$ cat src/rtl/alu_share_arbiter_if.sv
// Request/ALU/response bundle between the lanes, the shared ALU and the arbiter.
// The slave modport is the arbiter's view; master is the surrounding system.
interface alu_share_arbiter_if #(
    parameter int unsigned NUM_REQ = 4
);
    localparam int unsigned IdW = (NUM_REQ > 1) ? $clog2(NUM_REQ) : 1;

    logic [NUM_REQ-1:0]   req_valid;
    logic [NUM_REQ-1:0]   req_ready;
    logic [8*NUM_REQ-1:0] req_rs;
    logic [8*NUM_REQ-1:0] req_rt;
    logic [2*NUM_REQ-1:0] req_op;
    logic [7:0]           alu_rs;
    logic [7:0]           alu_rt;
    logic [1:0]           alu_op;
    logic [7:0]           alu_out;
    logic                 rsp_valid;
    logic                 rsp_ready;
    logic [IdW-1:0]       rsp_id;
    logic [7:0]           rsp_data;
    logic                 rsp_dz;

    modport slave (
        input  req_valid, req_rs, req_rt, req_op, alu_out, rsp_ready,
        output req_ready, alu_rs, alu_rt, alu_op, rsp_valid, rsp_id, rsp_data, rsp_dz
    );

    modport master (
        output req_valid, req_rs, req_rt, req_op, alu_out, rsp_ready,
        input  req_ready, alu_rs, alu_rt, alu_op, rsp_valid, rsp_id, rsp_data, rsp_dz
    );
endinterface

$ cat src/rtl/alu_share_arbiter.sv
// Round-robin arbiter sharing one 8-bit ALU among NUM_REQ lanes; one operation
// in flight, fixed per-opcode latency, result held until the response handshake.
module alu_share_arbiter #(
    parameter int unsigned NUM_REQ    = 4,
    parameter int unsigned LAT_ADDSUB = 1,
    parameter int unsigned LAT_MUL    = 2,
    parameter int unsigned LAT_DIV    = 4
) (
    input logic                clk,
    input logic                reset,
    alu_share_arbiter_if.slave bus
);
    localparam int unsigned IdW     = (NUM_REQ > 1) ? $clog2(NUM_REQ) : 1;
    localparam int unsigned MaxLat0 = (LAT_ADDSUB > LAT_MUL) ? LAT_ADDSUB : LAT_MUL;
    localparam int unsigned MaxLat  = (MaxLat0 > LAT_DIV) ? MaxLat0 : LAT_DIV;
    localparam int unsigned CntW    = (MaxLat > 1) ? $clog2(MaxLat) : 1;

    typedef enum logic [1:0] {StIdle, StExec, StResp} state_e;

    state_e          state_q, state_d;
    logic [IdW-1:0]  ptr_q, ptr_d;
    logic [CntW-1:0] cnt_q, cnt_d;
    logic [7:0]      alu_rs_q, alu_rs_d, alu_rt_q, alu_rt_d;
    logic [1:0]      alu_op_q, alu_op_d;
    logic [IdW-1:0]  rsp_id_q, rsp_id_d;
    logic [7:0]      rsp_data_q, rsp_data_d;
    logic            rsp_dz_q, rsp_dz_d;

    logic            found;
    logic [IdW-1:0]  win;
    int unsigned     idx;
    logic [1:0]      win_op;
    logic [CntW-1:0] lat_m1;
    logic            div_zero;

    // First valid lane at or after the pointer, wrapping modulo NUM_REQ.
    always_comb begin
        found = 1'b0;
        win   = '0;
        idx   = 0;
        for (int unsigned i = 0; i < NUM_REQ; i++) begin
            idx = (32'(ptr_q) + i) % NUM_REQ;
            if (!found && bus.req_valid[idx]) begin
                found = 1'b1;
                win   = IdW'(idx);
            end
        end
    end

    always_comb begin
        bus.req_ready = '0;
        if (state_q == StIdle && found) begin
            bus.req_ready[win] = 1'b1;
        end
    end

    assign win_op   = bus.req_op[{win, 1'b0} +: 2];
    assign div_zero = (alu_op_q == 2'b11) && (alu_rt_q == 8'd0);

    always_comb begin
        unique case (win_op)
            2'b00, 2'b01: lat_m1 = CntW'(LAT_ADDSUB - 1);
            2'b10:        lat_m1 = CntW'(LAT_MUL - 1);
            default:      lat_m1 = CntW'(LAT_DIV - 1);
        endcase
    end

    always_comb begin
        state_d    = state_q;
        ptr_d      = ptr_q;
        cnt_d      = cnt_q;
        alu_rs_d   = alu_rs_q;
        alu_rt_d   = alu_rt_q;
        alu_op_d   = alu_op_q;
        rsp_id_d   = rsp_id_q;
        rsp_data_d = rsp_data_q;
        rsp_dz_d   = rsp_dz_q;
        unique case (state_q)
            StIdle: begin
                if (found) begin
                    alu_rs_d = bus.req_rs[{win, 3'b000} +: 8];
                    alu_rt_d = bus.req_rt[{win, 3'b000} +: 8];
                    alu_op_d = win_op;
                    rsp_id_d = win;
                    cnt_d    = lat_m1;
                    ptr_d    = (win == IdW'(NUM_REQ - 1)) ? '0 : win + 1'b1;
                    state_d  = StExec;
                end
            end
            StExec: begin
                if (cnt_q == '0) begin
                    // Divide-by-zero is flagged here; the ALU's own value is ignored.
                    rsp_dz_d   = div_zero;
                    rsp_data_d = div_zero ? 8'hFF : bus.alu_out;
                    state_d    = StResp;
                end else begin
                    cnt_d = cnt_q - 1'b1;
                end
            end
            StResp: begin
                if (bus.rsp_ready) begin
                    state_d = StIdle;
                end
            end
            default: state_d = StIdle;
        endcase
    end

    always_ff @(posedge clk or negedge reset) begin
        if (!reset) begin
            state_q    <= StIdle;
            ptr_q      <= '0;
            cnt_q      <= '0;
            alu_rs_q   <= '0;
            alu_rt_q   <= '0;
            alu_op_q   <= '0;
            rsp_id_q   <= '0;
            rsp_data_q <= '0;
            rsp_dz_q   <= 1'b0;
        end else begin
            state_q    <= state_d;
            ptr_q      <= ptr_d;
            cnt_q      <= cnt_d;
            alu_rs_q   <= alu_rs_d;
            alu_rt_q   <= alu_rt_d;
            alu_op_q   <= alu_op_d;
            rsp_id_q   <= rsp_id_d;
            rsp_data_q <= rsp_data_d;
            rsp_dz_q   <= rsp_dz_d;
        end
    end

    assign bus.alu_rs    = alu_rs_q;
    assign bus.alu_rt    = alu_rt_q;
    assign bus.alu_op    = alu_op_q;
    assign bus.rsp_valid = (state_q == StResp);
    assign bus.rsp_id    = rsp_id_q;
    assign bus.rsp_data  = rsp_data_q;
    assign bus.rsp_dz    = rsp_dz_q;
endmodule

$ cat src/flat_wrapper.sv
// flat-port wrapper written by rule: the top's interface ports become plain ports
module alu_share_arbiter_flat 
#(
    parameter int unsigned NUM_REQ    = 4,
    parameter int unsigned LAT_ADDSUB = 1,
    parameter int unsigned LAT_MUL    = 2,
    parameter int unsigned LAT_DIV    = 4
)
  (clk, reset, bus_req_valid, bus_req_rs, bus_req_rt, bus_req_op, bus_alu_out, bus_rsp_ready, bus_req_ready, bus_alu_rs, bus_alu_rt, bus_alu_op, bus_rsp_valid, bus_rsp_id, bus_rsp_data, bus_rsp_dz);
  alu_share_arbiter_if #(.NUM_REQ(NUM_REQ)) bus_i ();
  input logic clk;
  input logic reset;
  input wire logic [$bits(bus_i.req_valid)-1:0] bus_req_valid;
  input wire logic [$bits(bus_i.req_rs)-1:0] bus_req_rs;
  input wire logic [$bits(bus_i.req_rt)-1:0] bus_req_rt;
  input wire logic [$bits(bus_i.req_op)-1:0] bus_req_op;
  input wire logic [$bits(bus_i.alu_out)-1:0] bus_alu_out;
  input wire logic [$bits(bus_i.rsp_ready)-1:0] bus_rsp_ready;
  output wire logic [$bits(bus_i.req_ready)-1:0] bus_req_ready;
  output wire logic [$bits(bus_i.alu_rs)-1:0] bus_alu_rs;
  output wire logic [$bits(bus_i.alu_rt)-1:0] bus_alu_rt;
  output wire logic [$bits(bus_i.alu_op)-1:0] bus_alu_op;
  output wire logic [$bits(bus_i.rsp_valid)-1:0] bus_rsp_valid;
  output wire logic [$bits(bus_i.rsp_id)-1:0] bus_rsp_id;
  output wire logic [$bits(bus_i.rsp_data)-1:0] bus_rsp_data;
  output wire logic [$bits(bus_i.rsp_dz)-1:0] bus_rsp_dz;
  assign bus_i.req_valid = bus_req_valid;
  assign bus_i.req_rs = bus_req_rs;
  assign bus_i.req_rt = bus_req_rt;
  assign bus_i.req_op = bus_req_op;
  assign bus_i.alu_out = bus_alu_out;
  assign bus_i.rsp_ready = bus_rsp_ready;
  assign bus_req_ready = bus_i.req_ready;
  assign bus_alu_rs = bus_i.alu_rs;
  assign bus_alu_rt = bus_i.alu_rt;
  assign bus_alu_op = bus_i.alu_op;
  assign bus_rsp_valid = bus_i.rsp_valid;
  assign bus_rsp_id = bus_i.rsp_id;
  assign bus_rsp_data = bus_i.rsp_data;
  assign bus_rsp_dz = bus_i.rsp_dz;
  alu_share_arbiter #(.NUM_REQ(NUM_REQ), .LAT_ADDSUB(LAT_ADDSUB), .LAT_MUL(LAT_MUL), .LAT_DIV(LAT_DIV)) u_core (.clk(clk), .reset(reset), .bus(bus_i));
endmodule
$ cat config.mk
export PLATFORM = sky130hd
export DESIGN_NAME = alu_share_arbiter_flat
export DESIGN_NICKNAME = d
export VERILOG_FILES = /design/src/rtl/alu_share_arbiter_if.sv /design/src/rtl/alu_share_arbiter.sv /design/src/flat_wrapper.sv
export SDC_FILE = /design/constraint.sdc
export NUM_CORES = 1
export LEC_CHECK = 0
export CAP_MARGIN = 10
export CORE_MARGIN = 2
export CORE_UTILIZATION = 39
export DETAILED_ROUTE_END_ITERATION = 7
export HOLD_SLACK_MARGIN = 0.05
export PLACE_DENSITY_LB_ADDON = 0.2
export SYNTH_ARGS = -nofsm -noshare
export SYNTH_HDL_FRONTEND = slang
export SYNTH_SLANG_ARGS = --single-unit
export TNS_END_PERCENT = 30
$ cat constraint.sdc
create_clock -name clk -period 2.6 [get_ports clk]
set_input_delay 0.39 -clock clk [delete_from_list [all_inputs] [get_ports clk]]
set_output_delay 0.39 -clock clk [all_outputs]
set_load 0.005 [all_outputs]
=== Word level (Yosys, flattened, before mapping) ===
Cells that the tools add are included.

* Bits in registers: 35
* Word-level logic and storage cells: 81
* Output and inout port bits: 34

* Shift operators: 3
* Add/sub/neg operators: 5
* Muxes and demuxes: 29
* $lt $le $gt $ge: 6
* Reductions and logical operators: 19
* Equality and inequality tests: 10

{| class="wikitable"
|+ Operator list
! cell !! count
|-
| 32-bit by 6-bit variable part select with 8-bit output || 2
|-
| 2-bit two-way mux || 10
|-
| 2-bit by 3-bit < comparator with 1-bit output (second input constant) || 5
|-
| 1-bit two-way mux || 9
|-
| 1-bit binary-select mux with 2-bit select || 4
|-
| 2-bit equality test (second input constant) || 4
|-
| 8-bit logical NOT || 1
|-
| 8-bit two-way mux || 1
|-
| 2-bit case mux with 2 select lines || 2
|-
| 8-bit by 4-bit variable part select with 2-bit output || 1
|-
| 1-bit logical AND || 6
|-
| 2-bit logical NOT || 3
|-
| 2-bit case mux with 3 select lines || 1
|-
| 3-bit AND reduction || 2
|-
| 2-bit by 1-bit adder with 2-bit output (second input constant) || 2
|-
| 2-bit adder (second input constant) || 2
|-
| 2-bit by 1-bit equality test with 1-bit output (second input constant) || 2
|-
| 4-bit two-way mux || 1
|-
| 2-bit by 1-bit inequality test with 1-bit output (second input constant) || 2
|-
| 2-bit inequality test (second input constant) || 2
|-
| 2-bit AND reduction || 2
|-
| 1-bit logical NOT || 3
|-
| 1-bit demux with 2-bit select || 1
|-
| 2-bit by 1-bit >= comparator with 1-bit output (second input constant) || 1
|-
| other kinds (3) || 3
|}

=== Logic depth before layout (Yosys ltp) ===
* Depth after elaboration: 18
* Mapped depth: 8
* Depth with buffers taken out: 6

=== Least setup slack after synthesis ===
No wires, ideal clock.

* Path kind: input-to-reg
* Start: input bus_req_valid[0]
* End: register u_core.alu_rt_q[0], in the netlist u_core.bus.alu_rt[0]
* Path slack: 470 ps
* Arrival: 2004 ps
* Library setup time: 126 ps
* Data required time: 2474 ps
* Stages on the path: 8
* Buffers on the path: 2
* Cells stage by stage: nor2b_4 or4_4 buf_6 nand2_8 inv_6 buf_6 mux2_4 a221o_1

* Word-level cells in the longest chain between the ends: 13

{| class="wikitable"
|+ Ends and longest elaborated chain
! item !! line !! RTL
|-
| start: declaration || flat_wrapper.sv:13 || <nowiki>input wire logic [$bits(bus_i.req_valid)-1:0] bus_req_valid;</nowiki>
|-
| 1-bit binary-select mux with 2-bit select || alu_share_arbiter.sv:43 || <nowiki>if (!found && bus.req_valid[idx]) begin</nowiki>
|-
| 1-bit two-way mux (implied by the code) || alu_share_arbiter.sv:43 ||
|-
| 1-bit two-way mux || alu_share_arbiter.sv:43 ||
|-
| 1-bit logical NOT || alu_share_arbiter.sv:43 ||
|-
| 1-bit logical AND || alu_share_arbiter.sv:43 ||
|-
| 1-bit two-way mux || alu_share_arbiter.sv:43 ||
|-
| 1-bit logical NOT || alu_share_arbiter.sv:43 ||
|-
| 1-bit logical AND || alu_share_arbiter.sv:43 ||
|-
| 1-bit two-way mux || alu_share_arbiter.sv:43 ||
|-
| 1-bit logical NOT || alu_share_arbiter.sv:43 ||
|-
| 1-bit logical AND || alu_share_arbiter.sv:43 ||
|-
| 2-bit two-way mux (*) || alu_share_arbiter.sv:43 ||
|-
| named net u_core.win[0] || alu_share_arbiter.sv:30 || <nowiki>logic [IdW-1:0] win;</nowiki>
|-
| 32-bit by 6-bit variable part select with 8-bit output (*) || alu_share_arbiter.sv:82 || <nowiki>alu_rt_d = bus.req_rt[{win, 3'b000} +: 8];</nowiki>
|-
| end signal: assignment || alu_share_arbiter.sv:125 || <nowiki>alu_rt_q <= alu_rt_d;</nowiki>
|-
| end: declaration || alu_share_arbiter.sv:23 || <nowiki>logic [7:0] alu_rs_q, alu_rs_d, alu_rt_q, alu_rt_d;</nowiki>
|}

Mark *: on every way through the listed nets, which the timed path passes. The rest lies on a longest branch. The select of a mux whose other input is x is not followed.
A chain may end at the register's enable or synchronous reset.

=== Worst setup path in the final report ===
* Start: input bus_req_valid[2]
* End: output bus_req_ready[2]

* Word-level cells in the longest chain between the ends: 17

{| class="wikitable"
|+ Ends and longest elaborated chain
! item !! line !! RTL
|-
| 1-bit binary-select mux with 2-bit select || alu_share_arbiter.sv:43 ||
|-
| 1-bit two-way mux (implied by the code) || alu_share_arbiter.sv:43 ||
|-
| 1-bit two-way mux || alu_share_arbiter.sv:43 ||
|-
| 1-bit logical NOT || alu_share_arbiter.sv:43 ||
|-
| 1-bit logical AND || alu_share_arbiter.sv:43 ||
|-
| 1-bit two-way mux || alu_share_arbiter.sv:43 ||
|-
| 1-bit logical NOT || alu_share_arbiter.sv:43 ||
|-
| 1-bit logical AND || alu_share_arbiter.sv:43 ||
|-
| [2 not listed] || - ||
|-
| 1-bit logical AND || alu_share_arbiter.sv:43 ||
|-
| 2-bit two-way mux (*) || alu_share_arbiter.sv:43 ||
|-
| named net u_core.win[0] || alu_share_arbiter.sv:30 ||
|-
| 2-bit by 3-bit < comparator with 1-bit output (implied by the code) or 2-bit by 1-bit >= comparator with 1-bit output (tied branches) || alu_share_arbiter.sv:53 || <nowiki>bus.req_ready[win] = 1'b1;</nowiki>
|-
| 1-bit logical AND (implied by the code) || alu_share_arbiter.sv:53 ||
|-
| 1-bit two-way mux (implied by the code) || alu_share_arbiter.sv:53 ||
|-
| 1-bit demux with 2-bit select (*) || - ||
|-
| 4-bit two-way mux (*) || alu_share_arbiter.sv:52 || <nowiki>if (state_q == StIdle && found) begin</nowiki>
|-
| end: declaration || flat_wrapper.sv:19 || <nowiki>output wire logic [$bits(bus_i.req_ready)-1:0] bus_req_ready;</nowiki>
|}

Marked as above.

==> flow_summary.yaml <==
sta:
  skew_ps: 3.87
  worst_slew_pin_slew_ps: 782
  maxSlewViolCount: 0
  fin_crit_ps: 2600
  setup_viol: 1
  period_share_pct: 100
  fmax_mhz: 384
  hold_ws_ps: 180
  hold_viol: 0
  rsz0062_at_grt: "yes"
  maxSlewHeadroom_pct: 47.9
  worst_slack_ps: -2.52
worst_setup_path:
  crit_path_end_kind: "output pin"
  reg2reg_to: "u_core.bus.alu_rs[7]$_DFFE_PN0P_"
  crit_required_ps: 2210
  crit_arrival_ps: 2210
  cp_max_fo: 5
  start_kind: "input port"
  ff2ff_setup_slack_ps: 230
  critPathKind: "in2out"
  reg2reg_from: "u_core.ptr_q[1]$_DFFE_PN0P_"
  ff2ff_path_depth: 7
final_layout:
  finalNonFillerCells: 425
  final_cell_area_mm2: 0.00374
  drive_above_1_share_pct: 19.0
  fillers: 447
  area_growth_pct: 70.4
  fin_nets: 444
  num_antenna_cells: 0
synthesis:
  ys_seq_elements: 35
  yosys_warnings: 0
  async_flop_share_pct: 100
  synth_edf_count: 0
  ys_seq_area_share_pct: 39.9
  ys_top_cells_by_area: "dfrtp_1 40%, mux2_4 10%, a221o_1 8.2%"
  netlist.area_leader.share_pct: 39.9
  avgSynthCellArea_um2: 10.3
  syn_area_mm2: 0.00219
  synth.net_count: 305
  synth_cells: 213
  yosys.area.top_type: "dfrtp_1"
  ys_types: 39
  ys.flop_type: "dfrtp_1"
die:
  fp.dieArea_mm2: 0.00624
  initial_core_util_pct: 40.1
  ios: 121
  rows: 27
  die_w_um: 79.0
  die_h_um: 79.0
  core_area_mm2: 0.00547
placed_design:
  dp_hpwl_um: 5070
  io_buffers: 120
  place_area_mm2: 0.00360
  placed_cells: 414
  gp_congestion: 0.868
clocking:
  cts_tree: "done"
  cts-root-buf: "clkbuf_8"
  numCtsBuffers: 5
  clock_latency_ps: 280
  clock_path_buffers: 2
  htree_num_levels: 2
  cts.clk_slew.worst_paths_ps: 70
  clock-sinks: 35
  cts_hold_buf: 0
route:
  drtAntennaViolNets: 0
  vias: 2270
  viasPerCell: 5.34
  post-route-drc-count: 0
  wl_per_cell_um: 16.0
  finalWirelength_um: 6810
  drt_iter0_markers: 55
  dr.pass1.iters: 4
pwr:
  irDropWorstVdd_mv: 0.464
  p_per_area_mw_per_mm2: 953
  leakagePower_nw: 1.67
grt:
  first_global_vias: 2236
  grt_use_total_pct: 22.2
  antenna_found_initial: 0
  overflow: 0
  grt_pass1_wl_um: 10900
  grt_max_degree: 36
status:
  status: "finished, violations left"
  violations: "negative setup slack"
run:
  drv_cap: 0
worst_hold_path:
  hold_path_class: "in2async"
-- worst max-delay path: stages --
cell             delay (ps)
clkdlybuf4s50_1         410
nor2b_1                 150
or4_4                   470
nand2_8                 110
buf_6                   110
inv_6                    30
ha_1                    150
and2_1                  130
dlygate4sd2_1           260
-- metal layers --
metal	share of wire (%)	global-route usage, %
met5	0	0
met4	2.2	7.76
met3	6.0	5.00
met2	50	37.4
met1	41	28.1
-- cell type report --
type	instances	area [um^2]	share of cell area [%]
multi-input cells	157	1230	33.0
inverters	7	31.3	0.837
repair buffers	146	1420	37.9
clock buffers	5	68.8	1.84
flip-flops and latches	35	877	23.5
well taps	72	90.1	2.41
clock inverters	3	20.0	0.535
-- sequential cells by signal (all words and copies together), names as in the netlist --
register / count
u_core.bus.alu_op: 2
u_core.bus.rsp_dz: 1
u_core.bus.rsp_id: 2
u_core.state_q: 2
u_core.bus.alu_rs: 8
u_core.cnt_q: 2
u_core.bus.alu_rt: 8
u_core.ptr_q: 2
u_core.bus.rsp_data: 8
-- cells in the final DEF (no fill, tap or decap), types with 2 or more instances in the layout --
cell type,n
clkdlybuf4s50_1,112
dfrtp_1,34
buf_4,24
o21ai_0,19
nand3_1,18
a21oi_1,18
a221o_1,18
mux2_4,15
nand2_1,14
o22a_1,8
inv_1,6
nor2_1,5
clkbuf_8,5
dlymetal6s2s_1,5
and2_1,4
ha_1,4
mux2i_1,3
mux2_2,3
nor2b_1,2
nand2b_1,2
or3_1,2
o221ai_1,2
clkinvlp_4,2
dlygate4sd2_1,2
-- what timing repair did --
item | CTS | global route
endpoints found under the hold margin | 0 | 0
pin swaps | 1 | 3
resized for setup | 3 | 10
setup endpoints to repair | 4 | 4
setup buffers | 0 | 3
-- per-stage QoR --
step / total power [mW] / util [%] / setup TNS (ps) / setup slack, ps
2_1_floorplan: 2.16 / - / 0 / 470
3_3_place_gp: 3.10 / 65.7 / -2150 / -252
3_5_place_dp: 3.16 / 65.7 / -3190 / -361
4_1_cts: 3.56 / 67.4 / -561 / -195
5_1_grt: 3.83 / 68.3 / -77.8 / -77.8
6_report: 3.56 / 68.3 / -2.52 / -2.52
-- cell families (layout without fill, tap and decap cells) --
| logic type | Yosys count | count (layout) | synth area share (%) |
|---|---|---|---|
| AO/OA/AOI/OAI | 73 | 73 | 24.1 |
| adder cells (fa/ha/maj) | 5 | 5 | 2.85 |
| buffers and inverters | 21 | 161 | 4.90 |
| flip-flops | 35 | 35 | 39.9 |
| multiplexers | 21 | 21 | 13.2 |
| AND/OR/NAND/NOR | 58 | 58 | 15.1 |
-- synthesized netlist by cell type (all sizes together) (2+ instances only) --
| cell | count |
|---|---|
| nor2b | 3 |
| buf | 5 |
| and2 | 4 |
| nand3 | 18 |
| o22a | 8 |
| o31ai | 2 |
| o221ai | 2 |
| o21ai | 19 |
| mux2i | 3 |
| clkbuf | 9 |
| ha | 5 |
| nand2b | 2 |
| inv | 7 |
| nand2 | 15 |
| nor4 | 2 |
| a21oi | 19 |
| nor3 | 2 |
| or3 | 2 |
| dfrtp | 35 |
| mux2 | 18 |
| a221o | 18 |
| or4 | 2 |
| nor2 | 5 |
-- worst max-delay path by stage --
stage	start	end	slack, ps
after floorplan	bus_req_valid[0]	u_core.bus.alu_rt[0]$_DFFE_PN0P_	470
after global placement	bus_req_valid[1]	bus_req_ready[0]	-250
after detailed placement	bus_req_valid[1]	bus_req_ready[0]	-360
after CTS	bus_req_valid[0]	bus_req_ready[3]	-200
after global routing	bus_req_valid[2]	bus_req_ready[2]	-80
final	bus_req_valid[2]	bus_req_ready[2]	-3
-- where the power goes --
group	total (mW)	switching [mW]	internal, mW
combinational	2.17	0.902	1.26
sequential	1.01	0.192	0.817
clock	0.389	0.203	0.186
total	3.56	1.30	2.27
No activity file was read; power rests on OpenSTA's default activity.
